### src/rtl/bit_compare_pkg.sv
// Shared types and helpers for the bit_compare_inv registered magnitude comparator.
package bit_compare_pkg;

    localparam int unsigned MAX_WIDTH = 64;

    typedef struct packed {
        logic eq;
        logic ne;
        logic gt;
        logic lt;
    } cmp_flags_t;

    // Bitwise complement of all four flags when inv is set (active-low output mode).
    function automatic cmp_flags_t flags_invert(input cmp_flags_t flags, input logic inv);
        cmp_flags_t res;
        res = inv ? cmp_flags_t'(~flags) : flags;
        return res;
    endfunction

endpackage

### src/rtl/bit_cmp_slice.sv
// One bit of an MSB-first magnitude compare chain: keeps the upstream decision or
// decides on this bit when the higher bits were equal.
module bit_cmp_slice (
    input  logic a_i,
    input  logic b_i,
    input  logic gt_in,
    input  logic lt_in,
    output logic gt_out,
    output logic lt_out
);

    logic undecided;

    always_comb begin
        undecided = ~(gt_in | lt_in);
        gt_out    = gt_in | (undecided & a_i & ~b_i);
        lt_out    = lt_in | (undecided & ~a_i & b_i);
    end

endmodule

### src/rtl/bit_compare_inv.sv
// Registered WIDTH-bit comparator producing eq/ne/gt/lt flags with one-cycle latency,
// optional two's-complement compare and optional active-low flag outputs.
module bit_compare_inv
    import bit_compare_pkg::*;
#(
    parameter int unsigned WIDTH  = 1,
    parameter bit          SIGNED = 1'b0,
    parameter bit          INVERT = 1'b0
) (
    input  logic             clk,
    input  logic             rst_n,
    input  logic             in_valid,
    input  logic [WIDTH-1:0] a,
    input  logic [WIDTH-1:0] b,
    output logic             out_valid,
    output logic             c,
    output logic             d,
    output logic             e,
    output logic             f
);

    localparam int unsigned MSB = WIDTH - 1;
    localparam cmp_flags_t RST_FLAGS = flags_invert(cmp_flags_t'(4'b0000), INVERT);

    cmp_flags_t flags_c;
    cmp_flags_t flags_d;
    cmp_flags_t flags_q;
    logic       valid_d;
    logic       valid_q;

    // MSB-first chain; in signed mode the sign bit compares with operands swapped,
    // so a set sign bit makes that operand the smaller one.
    for (genvar i = 0; i < WIDTH; i++) begin : g_bit
        logic a_bit;
        logic b_bit;
        logic gt_up;
        logic lt_up;
        logic gt_o;
        logic lt_o;

        if (SIGNED && (i == MSB)) begin : g_sign
            assign a_bit = b[i];
            assign b_bit = a[i];
        end else begin : g_mag
            assign a_bit = a[i];
            assign b_bit = b[i];
        end

        if (i == MSB) begin : g_top
            assign gt_up = 1'b0;
            assign lt_up = 1'b0;
        end else begin : g_link
            assign gt_up = g_bit[i+1].gt_o;
            assign lt_up = g_bit[i+1].lt_o;
        end

        bit_cmp_slice u_slice (
            .a_i    (a_bit),
            .b_i    (b_bit),
            .gt_in  (gt_up),
            .lt_in  (lt_up),
            .gt_out (gt_o),
            .lt_out (lt_o)
        );
    end

    // Flag derivation; flags hold when no sample is accepted so idle inputs never reach the outputs.
    always_comb begin
        flags_c    = cmp_flags_t'(4'b0000);
        flags_c.gt = g_bit[0].gt_o;
        flags_c.lt = g_bit[0].lt_o;
        flags_c.ne = g_bit[0].gt_o | g_bit[0].lt_o;
        flags_c.eq = ~(g_bit[0].gt_o | g_bit[0].lt_o);

        valid_d = in_valid;
        flags_d = flags_q;
        if (in_valid) begin
            flags_d = flags_invert(flags_c, INVERT);
        end
    end

    always_ff @(posedge clk or negedge rst_n) begin
        if (!rst_n) begin
            valid_q <= 1'b0;
            flags_q <= RST_FLAGS;
        end else begin
            valid_q <= valid_d;
            flags_q <= flags_d;
        end
    end

    assign out_valid = valid_q;
    assign c         = flags_q.eq;
    assign d         = flags_q.ne;
    assign e         = flags_q.gt;
    assign f         = flags_q.lt;

endmodule

### config.mk
export PLATFORM = sky130hd
export DESIGN_NAME = bit_compare_inv
export DESIGN_NICKNAME = d
export VERILOG_FILES = /design/src/rtl/bit_compare_pkg.sv /design/src/rtl/bit_cmp_slice.sv /design/src/rtl/bit_compare_inv.sv
export SDC_FILE = /design/constraint.sdc
export NUM_CORES = 1
export LEC_CHECK = 0
export BUFFER_PORTS_ARGS = -buffer_cell sky130_fd_sc_hd__buf_2
export CAP_MARGIN = 30
export CORE_AREA = 3 3 40 42
export CTS_BUF_LIST = sky130_fd_sc_hd__clkbuf_16
export CTS_CLUSTER_SIZE = 10
export DETAILED_ROUTE_END_ITERATION = 7
export DIE_AREA = 0 0 43 45
export PLACE_DENSITY = 0.35
export SLEW_MARGIN = 20
export SYNTH_ARGS = -nofsm -noshare
export SYNTH_HDL_FRONTEND = slang
export SYNTH_SLANG_ARGS = --single-unit
### constraint.sdc
create_clock -name clk -period 0.8 [get_ports clk]
set_input_delay 0.12 -clock clk [delete_from_list [all_inputs] [get_ports clk]]
set_output_delay 0.12 -clock clk [all_outputs]
set_load 0.01 [all_outputs]
Yosys cells after proc, flatten, opt, wreduce, memory -nomap -nowiden
Index checks and enable logic that the tools add are counted.
- output and inout port bits: 5
- input bits: 5
- bits in latches: 0
- bits in registers: 5
- memory bits (writable): 0
- word-level logic and storage cells: 11
- memory bits (read-only): 0
- memories kept: 0
- add/sub/neg operators: 0
- shift-type cells: 0
- reduce and logical (&&, ||, !) cells: 0
- multiplexer cells: 0
- order comparisons: 0
- bitwise operators: 6
- divide/modulo/power cells: 0
- equality and inequality tests: 0
- multiply operators: 0
- operators by type and width (cell ; number):
    inverter 1 bit ; 3
    bitwise AND 1 bit ; 2
    bitwise OR 1 bit ; 1

Longest topological paths before layout
- word-level depth: 4
- mapped depth: 3
- depth with buffers taken out: 3

Modules after synthesis
From an unflattened synthesis, not the netlist that was laid out.
- cells, all modules: 16
- area, all modules: 200.2 µm²
- by module, submodules not included (module ; times used ; area each (µm²) ; seq. area each (µm²) ; cells each):
    bit_compare_inv ; 1 ; 175.2 ; 125.1 ; 12
    bit_cmp_slice ; 1 ; 25.0 ; 0.0 ; 4

Least setup slack after synthesis
OpenSTA, ideal clock, no wires.
- path type: in2reg
- from: input a
- to: register flags_q, in the netlist c
- data arrival time: 676 ps
- setup time: 125 ps
- required time: 675 ps
- setup slack: -1 ps
- stages: 3
- buffers on the path: 0
- path through: inv_1 ha_1 mux2_2
- RTL lines (item ; RTL line ; RTL):
    from (decl) ; bit_compare_inv.sv:13 ; input logic [WIDTH-1:0] a,
    to (signal assigned) ; bit_compare_inv.sv:88 ; flags_q <= flags_d;
    to (decl) ; bit_compare_inv.sv:27 ; cmp_flags_t flags_q;

Worst setup path after layout
- from: register flags_q, in the netlist c
- to: output c
- RTL lines (item ; RTL line ; RTL):
    to (decl) ; bit_compare_inv.sv:16 ; output logic c,
No word-level cell between the ends.

==> metrics.txt <==
outcome=finished with violations; failing checks=negative setup slack; Worst Tran Pin Value=0.120 ns; CTS root buffer=clkbuf_16; critical path's largest stage delay=0.36 ns; Core Util, Final=27.8%; starting DRC count in detailed routing=2; multi-input logic area=68.8 um2; synthesized cell area=205 um2; RSZ-0062 raised after global routing=yes; Switching Share=17.8%; Unique masters post-synth=5; FF/Latch Area=125 um2; Peak VDD IR=1.05 mV; Non-Filler Instances=43; P_leak=0.195 nW; Post-synth EDFFs=0; ANT cells=0; Final Critical Period=0.846 ns; Post-CTS Setup Bufs=0; Clock Power Share=67.2%; vias in the first global route=158; Post-synth ARST share=100%; Synth top cells by count=dfrtp_1 (5), inv_1 (3), mux2_2 (3), ha_1 (2), mux2i_1 (1); Synth Net Count=21; Top FF cell, synth=dfrtp_1; share of cells above drive strength 1=53.6%; worst rel slew slack=91.8%; Synth Instances=14; Slew Limit Fails=0; initial antenna violation count=0; post-synthesis register bit count=5; routability cong.=0.579; H-tree levels=1; clk slew on worst S/H paths=0.03 ns; Cell Pwr Density=3330 mW/mm2; Chip Height=45 um; Final nets=36; WL final=405 um; worst path bufs/invs=1; r2r startpoint=c; register area share after synthesis=61.0%; most common cell in the netlist=dfrtp_1; Slowest-stage cell, CP=dfrtp_1; Synth warnings=0; cell taking the most area after synthesis=dfrtp_1; Hold Crit Class=in2reg; Worst Setup SP=c; Total GRT Usage=5.95%; HPWL Detailed=310 um; fin crit share=106%; DIE WIDTH=43 um; total gr overflow=0; # IOs=10; Core Box Area=0.00128 mm2; switching pwr=212 uW; CTS tree=done; Initial Utilization=16.0%; worst setup margin=-0.0463 ns; DRC violations left=0; total power=1.19 mW; Yosys top cell area share=61.0%; Crit. End Element=output port; number of core rows=13; Synth area leaders=dfrtp_1 (61%), mux2_2 (16%), ha_1 (12%); Clock Latency Late Sink=0.22 ns; Inst Count DP=38; number of gates resized after CTS=0; Seq pwr share=24.5%; combinational share of power=8.3%; Area growth syn-to-layout=74.4%; worst endpoint data arrival time=0.73 ns; Crit path max-delay family=flip-flops; FILL cells=141; Via Count=147; 1st-pass router iterations=2; crit-path cells=buf_2; CTS buffer count=3; pin count of the biggest net entering global routing=6; internal power=978 uW; Max-Cap Viols=0; nature of the critical path startpoint=flip-flop; synthesized area per cell=14.7 um2; skew final=0 ns; first-pass GRT wire length=690 um; flop-to-flop setup slack=0.06 ns; FMAX=1180 MHz; vias per cell=3.42; Fin. Hold Viols=0; clock sinks=5; Setup Crit Path Kind=reg2out; total die area=0.00194 mm2; Final setup viols=5; I/O Buffers=9; WP data required=0.68 ns; Avg WL per Cell=9.42 um; antenna-violating nets left=0; CP Max Fanout=2; Clock Tree Buf Depth=2; hold_sp=in_valid
[stage by stage]
stage	setup TNS (ns)	hold slack [ns]	area (um2)	setup slack, ns
final	-0.189	0.0913	358	-0.0463
after global routing	-0.315	0.0882	358	-0.0836
after CTS	-0.238	0.0865	358	-0.0571
after detailed placement	-0.115	-0.0548	269	-0.115
after global placement	-0.114	-0.0571	269	-0.114
after floorplan	0	-0.176	205	0.0150
[layer usage]
metal  GRT usage, %  share of wire (%)  up-vias
li1               -                  -       72
met1           6.37                 47       67
met3           5.18                 18        0
met2           5.09                 35        8
met5              0                  0        -
met4           9.04                  0        0
[power by group through the flow]
stage                     sequential, mW  combinational (mW)  clock [mW]
after global routing               0.295               0.112       0.845
after floorplan                    0.310              0.0310           0
after detailed placement           0.295              0.0987           0
after CTS                          0.292               0.103       0.824
after global placement             0.295              0.0976           0
final                              0.292              0.0990       0.800
[cell type report]
class,count,area share (%)
clock buffer,3,21.0
clock inverter,1,1.05
inverter,3,3.15
multi-input combinational,6,19.2
sequential,5,35.0
tap,15,5.24
timing repair buffer,10,15.4
[what timing repair did]
item,4_1_cts,5_1_grt
gates cloned,0,0
hold endpoints to repair,5,0
hold buffers,1,0
endpoints found under the setup margin,5,5
[final timing paths]
| path | end | cells after the start |
|---|---|---|
| worst min-delay path | out_valid | 1 |
| worst max-delay path | c | 1 |
| worst max register to register | c | 1 |
| min in group asynchronous | d | 2 |
| worst min register to register | e | 1 |
| max in group asynchronous | f | 2 |
[kinds of logic after synthesis]
kind of cell | after synthesis | synth area share, %
adders and majority gates | 2 | 12.2
DFF | 5 | 61.0
muxes | 4 | 21.3
buffers and inverters | 3 | 5.49
[layout by cell type, fill, tap and decap left out]
| cell type | instances |
|---|---|
| buf_2 | 9 |
| dfrtp_1 | 5 |
| inv_1 | 4 |
| mux2_2 | 3 |
| clkbuf_16 | 3 |
| ha_1 | 2 |
| mux2i_1 | 1 |
| dlygate4sd3_1 | 1 |
[sequential cells by signal, summed over array words and instances (netlist names)]
register,count
out_valid,1
f,1
c,1
d,1
e,1
No activity file was read; power rests on OpenSTA's default activity.
